==> config.mk <==
export PLATFORM = sky130hd
export DESIGN_NAME = logic_gate_unit
export DESIGN_NICKNAME = d
export VERILOG_FILES = /design/src/rtl/logic_gate_pkg.sv /design/src/rtl/logic_gate_core.sv /design/src/rtl/logic_gate_unit.sv
export SDC_FILE = /design/constraint.sdc
export NUM_CORES = 1
export LEC_CHECK = 0
export CORE_MARGIN = 1.5
export CORE_UTILIZATION = 55
export DETAILED_ROUTE_END_ITERATION = 8
export GPL_TIMING_DRIVEN = 0
export HOLD_SLACK_MARGIN = 0.08
export PLACE_DENSITY = 0.8
export SETUP_SLACK_MARGIN = 0.02
export SLEW_MARGIN = 0
export SYNTH_ARGS = -nofsm -noshare
export SYNTH_HDL_FRONTEND = slang
export SYNTH_SLANG_ARGS = --single-unit
==> constraint.sdc <==
create_clock -name clk -period 4.5 [get_ports clk]
set_clock_uncertainty 0.05 [all_clocks]
set_input_delay 0.45 -clock clk [delete_from_list [all_inputs] [get_ports clk]]
set_output_delay 0.45 -clock clk [all_outputs]
set_load 0.005 [all_outputs]
==> src/rtl/logic_gate_pkg.sv <==
// Shared definitions for the logic gate unit.
// Holds the gate op codes and the packet FSM state type used by the top
// level and the combinational gate core.
package logic_gate_pkg;

    localparam logic [2:0] OP_AND  = 3'd0;
    localparam logic [2:0] OP_OR   = 3'd1;
    localparam logic [2:0] OP_XOR  = 3'd2;
    localparam logic [2:0] OP_NAND = 3'd3;
    localparam logic [2:0] OP_NOR  = 3'd4;
    localparam logic [2:0] OP_XNOR = 3'd5;
    localparam logic [2:0] OP_NOT  = 3'd6;
    localparam logic [2:0] OP_BUF  = 3'd7;

    typedef enum logic [0:0] {
        IDLE  = 1'b0,
        ACCUM = 1'b1
    } state_t;

endpackage

==> src/rtl/logic_gate_core.sv <==
// Purely combinational bitwise gate: f = op(x, y) over WIDTH bits.
// Ports:
//   x, y : operands
//   op   : gate select (AND, OR, XOR, NAND, NOR, XNOR, NOT x, BUF x)
//   f    : result
module logic_gate_core
    import logic_gate_pkg::*;
#(
    parameter int WIDTH = 8
) (
    input  logic [WIDTH-1:0] x,
    input  logic [WIDTH-1:0] y,
    input  logic [2:0]       op,
    output logic [WIDTH-1:0] f
);

    // Gate selection; NOT and BUF are unary on x.
    always_comb begin
        f = '0;
        case (op)
            OP_AND:  f = x & y;
            OP_OR:   f = x | y;
            OP_XOR:  f = x ^ y;
            OP_NAND: f = ~(x & y);
            OP_NOR:  f = ~(x | y);
            OP_XNOR: f = ~(x ^ y);
            OP_NOT:  f = ~x;
            OP_BUF:  f = x;
            default: f = '0;
        endcase
    end

endmodule

==> src/rtl/logic_gate_unit.sv <==
// Registered, streaming bitwise gate unit with optional packet folding.
// A single beat yields f(in_a, in_b); in accumulate mode the beats of a
// packet are folded as acc = f(acc, in_a) and one result is emitted on
// the last beat, together with its reduction flags and a saturating beat
// count.
// Ports:
//   clk, rst_n               : clock, async active-low reset
//   in_valid/in_ready        : input handshake
//   in_a, in_b, in_op        : operands and op (b/op taken on first beat)
//   in_acc, in_last          : accumulate mode, last beat of packet
//   out_valid/out_ready      : output handshake
//   out_y, out_count         : result and number of beats folded into it
//   out_red_and/or/xor       : reductions of out_y
module logic_gate_unit
    import logic_gate_pkg::*;
#(
    parameter int WIDTH = 8,
    parameter int CNTW  = 8
) (
    input  logic             clk,
    input  logic             rst_n,
    input  logic             in_valid,
    output logic             in_ready,
    input  logic [WIDTH-1:0] in_a,
    input  logic [WIDTH-1:0] in_b,
    input  logic [2:0]       in_op,
    input  logic             in_acc,
    input  logic             in_last,
    output logic             out_valid,
    input  logic             out_ready,
    output logic [WIDTH-1:0] out_y,
    output logic             out_red_and,
    output logic             out_red_or,
    output logic             out_red_xor,
    output logic [CNTW-1:0]  out_count
);

    localparam logic [CNTW-1:0] CNT_ONE = CNTW'(1);
    localparam logic [CNTW-1:0] CNT_MAX = {CNTW{1'b1}};

    state_t            state_r, state_nxt_s;
    logic [WIDTH-1:0]  acc_r, acc_nxt_s;
    logic [CNTW-1:0]   cnt_r, cnt_nxt_s, cnt_inc_s;
    logic [2:0]        op_r, op_nxt_s;

    logic              accept_s;
    logic              load_s;
    logic [WIDTH-1:0]  load_y_s;
    logic [CNTW-1:0]   load_cnt_s;

    logic [WIDTH-1:0]  core_x_s, core_y_s, core_f_s;
    logic [2:0]        core_op_s;

    logic              out_valid_r;
    logic [WIDTH-1:0]  out_y_r;
    logic [CNTW-1:0]   out_count_r;
    logic              red_and_r, red_or_r, red_xor_r;

    // The output slot can take a new result if it is empty or draining now.
    assign in_ready = !out_valid_r || out_ready;
    assign accept_s = in_valid && in_ready;

    // Count never wraps: it sticks at the all-ones value.
    assign cnt_inc_s = (cnt_r == CNT_MAX) ? cnt_r : (cnt_r + CNT_ONE);

    // Operand mux: first beat uses (a, b, in_op), later beats fold into acc.
    always_comb begin
        if (state_r == ACCUM) begin
            core_x_s  = acc_r;
            core_y_s  = in_a;
            core_op_s = op_r;
        end else begin
            core_x_s  = in_a;
            core_y_s  = in_b;
            core_op_s = in_op;
        end
    end

    logic_gate_core #(.WIDTH(WIDTH)) u_core (
        .x  (core_x_s),
        .y  (core_y_s),
        .op (core_op_s),
        .f  (core_f_s)
    );

    // Next-state, accumulator/counter update and result load request.
    always_comb begin
        state_nxt_s = state_r;
        acc_nxt_s   = acc_r;
        cnt_nxt_s   = cnt_r;
        op_nxt_s    = op_r;
        load_s      = 1'b0;
        load_y_s    = '0;
        load_cnt_s  = '0;
        case (state_r)
            IDLE: begin
                if (accept_s) begin
                    if (in_acc && !in_last) begin
                        op_nxt_s    = in_op;
                        acc_nxt_s   = core_f_s;
                        cnt_nxt_s   = CNT_ONE;
                        state_nxt_s = ACCUM;
                    end else begin
                        load_s     = 1'b1;
                        load_y_s   = core_f_s;
                        load_cnt_s = CNT_ONE;
                    end
                end else begin
                    state_nxt_s = IDLE;
                end
            end
            ACCUM: begin
                if (accept_s) begin
                    if (in_last) begin
                        load_s      = 1'b1;
                        load_y_s    = core_f_s;
                        load_cnt_s  = cnt_inc_s;
                        acc_nxt_s   = '0;
                        cnt_nxt_s   = '0;
                        state_nxt_s = IDLE;
                    end else begin
                        acc_nxt_s = core_f_s;
                        cnt_nxt_s = cnt_inc_s;
                    end
                end else begin
                    state_nxt_s = ACCUM;
                end
            end
            default: begin
                state_nxt_s = IDLE;
                acc_nxt_s   = '0;
                cnt_nxt_s   = '0;
            end
        endcase
    end

    // Packet state registers.
    always_ff @(posedge clk or negedge rst_n) begin
        if (!rst_n) begin
            state_r <= IDLE;
            acc_r   <= '0;
            cnt_r   <= '0;
            op_r    <= 3'd0;
        end else begin
            state_r <= state_nxt_s;
            acc_r   <= acc_nxt_s;
            cnt_r   <= cnt_nxt_s;
            op_r    <= op_nxt_s;
        end
    end

    // Output register: load wins over drain, so drain+load is back-to-back.
    always_ff @(posedge clk or negedge rst_n) begin
        if (!rst_n) begin
            out_valid_r <= 1'b0;
            out_y_r     <= '0;
            out_count_r <= '0;
            red_and_r   <= 1'b0;
            red_or_r    <= 1'b0;
            red_xor_r   <= 1'b0;
        end else if (load_s) begin
            out_valid_r <= 1'b1;
            out_y_r     <= load_y_s;
            out_count_r <= load_cnt_s;
            red_and_r   <= &load_y_s;
            red_or_r    <= |load_y_s;
            red_xor_r   <= ^load_y_s;
        end else if (out_ready) begin
            out_valid_r <= 1'b0;
        end
    end

    assign out_valid   = out_valid_r;
    assign out_y       = out_y_r;
    assign out_count   = out_count_r;
    assign out_red_and = red_and_r;
    assign out_red_or  = red_or_r;
    assign out_red_xor = red_xor_r;

endmodule
# --- Word level (Yosys, flattened, before mapping) ---
# Index checks and enable logic that the tools add are counted.
word_totals:
  ff_bits: 40
  latchBits: 0
  mem_bits_rw: 0
  mem_bits_ro: 0
  out_inout_bits: 21
  wordCells: 79
  n_memories: 0
op_classes:
  add_sub_neg: 1
  multipliers: 0
  n_div: 0
  magnitude_cmp: 0
  eq_ne: 11
  n_shift: 0
  n_mux: 37
  bitwise: 8
  n_reduce_logical: 12
op_table:
  columns: ["operator", "count"]
  rows:
  - ["8-bit two-way mux", 17]
  - ["8-bit case mux with 2 select lines", 4]
  - ["8-bit case mux with 8 select lines", 1]
  - ["8-bit NOT", 4]
  - ["3-bit == test (second input constant)", 4]
  - ["1-bit two-way mux", 12]
  - ["8-bit by 1-bit adder with 8-bit output (second input constant)", 1]
  - ["8-bit bitwise AND", 1]
  - ["8-bit == test (second input constant)", 1]
  - ["8-bit bitwise OR", 1]
  - ["8-bit AND reduction", 1]
  - ["8-bit OR reduction", 1]
  - ["8-bit XOR reduction", 1]
  - ["8-bit XOR", 1]
  - ["3-bit by 2-bit == test with 1-bit output (second input constant)", 2]
  - ["3-bit AND reduction", 2]
  - ["2-bit inequality test (second input constant)", 2]
  - ["1-bit case mux with 2 select lines", 2]
  - ["3-bit by 1-bit == test with 1-bit output (second input constant)", 1]
  - ["3-bit logical NOT", 1]
  - ["3-bit two-way mux", 1]
  - ["1-bit logical AND", 2]
  - ["1-bit logical NOT", 2]
  - ["2-bit by 1-bit inequality test with 1-bit output (second input constant)", 1]
  - ["other kinds (3)", 3]

# --- Longest topological paths before layout ---
depth:
  depth_word: 8
  mapped_depth: 17
  mapped_depth_nobuf: 12

# --- Hierarchy ---
# From an unflattened synthesis, not the netlist that was laid out.
unflattened:
  hier_cells: 328
  area_unflattened_um2: 3185.6
by_module_without_submodules:
  columns: ["mod", "instances", "cells_per_inst", "area_per_inst_um2", "seq_area_each_um2"]
  rows:
  - ["logic_gate_unit", 1, 200, 2244.7, 1001.0]
  - ["logic_gate_core", 1, 128, 940.9, 0.0]

# --- Worst setup path after synthesis ---
# OpenSTA, ideal clock, no wires.
synth_timing:
  kind: "register to register"
  start: "register state_r"
  end: "register red_xor_r (netlist: out_red_xor)"
  setup_time_ns: 0.128
  arrival_ns: 3.197
  t_required_ns: 4.322
  path_slack_ns: 1.126
  path_stages_with_launch: 17
  path_buffers: 5
  period_less_slack_ns: 3.374
  path_cell_list: "dfrtp_1 buf_6 buf_12 buf_6 clkbuf_8 buf_2 mux2i_1 inv_1 ha_1 a211oi_1 o22ai_1 or3b_4 or2_1 ha_1 xnor2_1 xnor2_1 o21ai_0"
synth_via:
  elab_chain_len: 8
  word_cells_on_any_way: 27
  classes_between: "7 x eq/ne; 10 x mux; 8 x bitwise; 2 x reduce/logical"
synth_rtl:
  columns: ["element", "line", "source"]
  rows:
  - ["from (decl)", "logic_gate_unit.sv:41", "state_t state_r, state_nxt_s;"]
  - ["from (signal assigned)", "logic_gate_unit.sv:145", "state_r <= state_nxt_s;"]
  - ["8-bit two-way mux", "logic_gate_unit.sv:68", "if (state_r == ACCUM) begin"]
  - ["8-bit XOR (tied with other cells)", "logic_gate_core.sv:23, logic_gate_core.sv:26", null]
  - ["8-bit NOT (on tied branches)", "logic_gate_core.sv:26, logic_gate_core.sv:24, logic_gate_core.sv:25", null]
  - ["8-bit case mux with 8 select lines", "logic_gate_core.sv:20", "case (op)"]
  - ["8-bit two-way mux (on tied branches)", "logic_gate_unit.sv:114, logic_gate_unit.sv:98", null]
  - ["8-bit two-way mux (on tied branches)", "logic_gate_unit.sv:113, logic_gate_unit.sv:97", null]
  - ["8-bit case mux with 2 select lines", "logic_gate_unit.sv:95", "case (state_r)"]
  - ["8-bit XOR reduction", "logic_gate_unit.sv:167", "red_xor_r <= ^load_y_s;"]
  - ["to (signal assigned)", "logic_gate_unit.sv:167", null]
  - ["to (decl)", "logic_gate_unit.sv:57", "logic red_and_r, red_or_r, red_xor_r;"]
# Several ways; a longest one is shown, not always the timed one.
# A chain may end at the register's enable or synchronous reset.

# --- Final worst setup path ---
# Same ends and word-level chain as after synthesis.

==> run_summary.xml <==
<?xml version="1.0" encoding="UTF-8"?>
<metrics>
  <group name="status">
    <metric name="result_of_the_run" unit="">finished clean</metric>
  </group>
  <group name="timing">
    <metric name="min_period_over_period" unit="%">84.2</metric>
    <metric name="timing.final.ws_setup" unit="ps">710</metric>
    <metric name="drv_slew" unit="">0</metric>
    <metric name="post-route-min-period" unit="ps">3790</metric>
    <metric name="worst_slew_margin_rel" unit="%">47.9</metric>
    <metric name="worst_slew_pin_slew" unit="ps">775</metric>
    <metric name="grt_setup_unrepaired" unit="">false</metric>
    <metric name="max_freq" unit="MHz">264</metric>
    <metric name="finalHoldViolations" unit="">0</metric>
    <metric name="setup_tns" unit="ps">0</metric>
    <metric name="setup_viol" unit="">0</metric>
  </group>
  <group name="layout">
    <metric name="final_instance_area" unit="sq um">3950</metric>
    <metric name="nets_final" unit="">462</metric>
    <metric name="insertedDiodeCount" unit="">0</metric>
    <metric name="layout.area.seq" unit="sq um">1000</metric>
    <metric name="final_cell_count_no_fill" unit="">486</metric>
    <metric name="syn2layout_area_growth" unit="%">20.1</metric>
    <metric name="num-fill-cells" unit="">454</metric>
    <metric name="layout-drive-gt1-share" unit="%">12.6</metric>
    <metric name="multiInputGateArea" unit="sq um">2050</metric>
  </group>
  <group name="yosys">
    <metric name="yosys_warnings" unit="">0</metric>
    <metric name="async_flop_share" unit="%">100</metric>
    <metric name="most_numerous_cell_in_the_yosys_netlist" unit="">dfrtp_1</metric>
    <metric name="synthesis.nets" unit="">410</metric>
    <metric name="postSynthAreaPerCell" unit="sq um">9.11</metric>
    <metric name="post_synth_num_cell_types" unit="">57</metric>
    <metric name="post_synth_instance_area" unit="sq um">3290</metric>
    <metric name="synth_top_area_cell" unit="">dfrtp_1</metric>
    <metric name="netlist_top_cells_area" unit="">dfrtp_1 (30%), ha_1 (9.1%), mux2i_1 (9.1%)</metric>
    <metric name="share_of_yosys_cell_area_claimed_by_the_top_area_cell_type" unit="%">30.4</metric>
    <metric name="postSynthCellCount" unit="">361</metric>
    <metric name="postSynth.topFlopCell" unit="">dfrtp_1</metric>
    <metric name="synth_enable_flop_cells" unit="">0</metric>
    <metric name="synth.cells.most_frequent" unit="">dfrtp_1 (40), nand2_1 (31), mux2i_1 (30)</metric>
    <metric name="yosysSeqAreaShare" unit="%">30.4</metric>
    <metric name="ys_ff_latch" unit="">40</metric>
  </group>
  <group name="global_route">
    <metric name="grt_pass1_vias" unit="">2817</metric>
    <metric name="overflow" unit="">0</metric>
    <metric name="wire_length_of_the_first_global_routing_pass" unit="mm">13.2</metric>
    <metric name="gr-usage-all-layers" unit="%">26.5</metric>
    <metric name="antenna_found_initial" unit="">0</metric>
    <metric name="grt_start_max_net_pins" unit="">30</metric>
  </group>
  <group name="setup_path">
    <metric name="path_buf_inv" unit="">6</metric>
    <metric name="timing.critical_path.to_type" unit="">flip-flop</metric>
    <metric name="max_stage_delay" unit="ps">430</metric>
    <metric name="worst-setup-path-type" unit="">flip-flop to flip-flop</metric>
    <metric name="start_kind" unit="">flip-flop</metric>
    <metric name="cp_data_required_time" unit="ps">4630</metric>
    <metric name="path_max_fanout" unit="">10</metric>
    <metric name="critical_path.cell_chain" unit="">buf_6, buf_12, buf_6, clkbuf_8, buf_2, mux2i_1, inv_1, ha_1, a211oi_1, o22ai_1, or3b_4, or2_1, ha_1, xnor2_1, xnor2_1, o21ai_0</metric>
    <metric name="slowest_library_cell_on_the_worst_path" unit="">or3b_4</metric>
    <metric name="worst-endpoint-arrival" unit="ps">3920</metric>
    <metric name="worst_path_dominant_cell_family" unit="">buffers and inverters</metric>
  </group>
  <group name="min_path">
    <metric name="min-delay-path-class" unit="">flip-flop to flip-flop</metric>
  </group>
  <group name="clock_network">
    <metric name="clock_tree_from_tritoncts" unit="">yes</metric>
    <metric name="cts_buffers" unit="">5</metric>
    <metric name="cts-root-buf" unit="">clkbuf_8</metric>
    <metric name="worstSkewPairLatency" unit="ps">300</metric>
    <metric name="cts_buffer_depth" unit="">2</metric>
    <metric name="tritoncts_num_sinks" unit="">40</metric>
    <metric name="clk_pin_slew" unit="ps">90</metric>
    <metric name="post_cts_resized" unit="">0</metric>
    <metric name="ctsHtreeMaxLevel" unit="">2</metric>
  </group>
  <group name="job">
    <metric name="max_cap_violations" unit="">0</metric>
  </group>
  <group name="pwr">
    <metric name="cellLeakagePower" unit="nW">1.78</metric>
    <metric name="worst_ir_drop_vdd" unit="uV">342</metric>
    <metric name="cellPowerDensity" unit="nW/um^2">483</metric>
    <metric name="fin_total_pwr" unit="mW">1.91</metric>
  </group>
  <group name="floorplanning">
    <metric name="dieWidth" unit="um">80.3</metric>
    <metric name="fp-row-count" unit="">27</metric>
    <metric name="design.die.area" unit="sq um">6450</metric>
    <metric name="top_level_ports" unit="">46</metric>
    <metric name="die-height" unit="um">80.3</metric>
    <metric name="core_area" unit="sq um">5640</metric>
    <metric name="start_util" unit="%">58.3</metric>
  </group>
  <group name="placed_design">
    <metric name="detailedPlace.worstSlack" unit="ps">721</metric>
    <metric name="detailed_place_hpwl" unit="mm">6.01</metric>
    <metric name="dpl_cell_area" unit="sq um">3820</metric>
    <metric name="placed_cells_incl_taps" unit="">477</metric>
    <metric name="port_buffers" unit="">43</metric>
    <metric name="place.gp.congestion" unit="">0.952</metric>
  </group>
  <group name="detailed_routing">
    <metric name="route.detailed.vias_per_inst" unit="">5.98</metric>
    <metric name="route.vias.total" unit="">2905</metric>
    <metric name="route.detailed.drc" unit="">0</metric>
    <metric name="wl_per_cell" unit="um">16.9</metric>
    <metric name="drt_first_iter_violations" unit="">174</metric>
    <metric name="totalWireLength" unit="mm">8.20</metric>
    <metric name="antenna_violating_nets_left" unit="">0</metric>
    <metric name="detailedRoute.firstPassIterationCount" unit="">4</metric>
  </group>
</metrics>
## kinds of logic after synthesis
group           share of synthesized area (%)
xor+xnor                                 2.40
simple gates                             17.2
flops                                    30.4
mux                                      15.3
buf+inv                                  7.34
fa+ha+maj                                9.13
compound gates                           18.2
## worst register-to-register path, stage by stage (launching register included)
cell and delay, ps:
dfrtp_1 350, buf_6 140, buf_12 150, buf_6 160, clkbuf_8 170, buf_2 320, mux2i_1 300, inv_1 70
ha_1 210, a211oi_1 220, o22ai_1 120, or3b_4 430, or2_1 220, ha_1 310, xnor2_1 190, xnor2_1 140
o21ai_0 90
## final timing paths
path | startpoint | slack [ps] | cells past startpoint | endpoint
setup / recovery | state_r$_DFF_PN0_ | 710 | 16 | out_red_xor$_DFFE_PN0P_
hold / removal | out_y[0]$_DFFE_PN0P_ | 430 | 1 | out_y[0]$_DFFE_PN0P_
setup reg to reg | state_r$_DFF_PN0_ | 710 | 16 | out_red_xor$_DFFE_PN0P_
hold reg to reg | out_y[0]$_DFFE_PN0P_ | 430 | 1 | out_y[0]$_DFFE_PN0P_
max in group asynchronous | rst_n | 3430 | 3 | out_y[6]$_DFFE_PN0P_
min in group asynchronous | rst_n | 510 | 2 | op_r[2]$_DFFE_PN0P_
## state kept, by name (all words and copies together) (netlist names)
signal / flops
op_r: 3
out_valid: 1
out_red_xor: 1
out_red_or: 1
out_y: 8
state_r: 1
out_red_and: 1
out_count: 8
acc_r: 8
cnt_r: 8
## per-stage QoR
| step | hold WS, ps | util (%) |
|---|---|---|
| after global placement | 415 | 67.5 |
| after global routing | 458 | 70.0 |
| final | 434 | 70.0 |
| after CTS | 439 | 70.0 |
| after floorplan | 104 | - |
| after detailed placement | 306 | 67.8 |
## cells in the final DEF, fill, tap and decap left out, types with 3 or more instances in the layout
cell,synthesis,routed
a221oi_1,3,3
a211oi_1,3,3
o22ai_1,5,5
xor2_1,4,4
nor2_1,26,26
dfrtp_1,40,40
nor2b_1,10,10
o31ai_1,10,10
a21oi_1,15,15
buf_2,9,10
mux2i_1,30,30
or3_1,3,3
nand2_1,31,31
nor3_1,6,6
a31oi_1,3,3
inv_1,23,23
o31a_1,4,4
nand2b_1,3,3
mux2_2,10,10
nor3b_1,4,4
a21o_1,4,4
a22o_1,3,3
o21ai_0,23,23
clkdlybuf4s50_1,0,42
xnor2_1,5,5
ha_1,24,24
clkbuf_8,1,6
o21ai_1,4,4
buf_6,5,5
nand3_1,9,9
mux2_4,3,3
o211ai_1,4,4
## per-layer routing
layer  track usage, %  wire length [um]  vias to the layer above
met1             35.1              3780                     1405
li1                 -                 -                     1395
met3             3.52               429                       11
met2             44.2              3890                       94
met4             8.97               102                        0
met5                0                 0                        -
## what timing repair did
item / in CTS / in global routing
setup buffers: 0 / 0
hold buffers: 1 / 0
hold endpoints to repair: 11 / 0
## layout make-up
class | instances | area share, %
buffer | 20 | 3.93
inverter | 23 | 2.19
clock buffer | 5 | 1.74
clock inverter | 3 | 1.17
tap | 72 | 2.28
timing repair buffer | 45 | 11.5
sequential | 40 | 25.3
multi-input combinational | 278 | 51.8
## report_power, final
group | internal (mW) | switching, mW | leakage [nW]
registers | 0.465 | 0.0804 | 0.511
logic | 0.516 | 0.532 | 1.21
clock network | 0.167 | 0.146 | 0.0548
total | 1.15 | 0.759 | 1.78
Power figures use the tool's default switching activity.
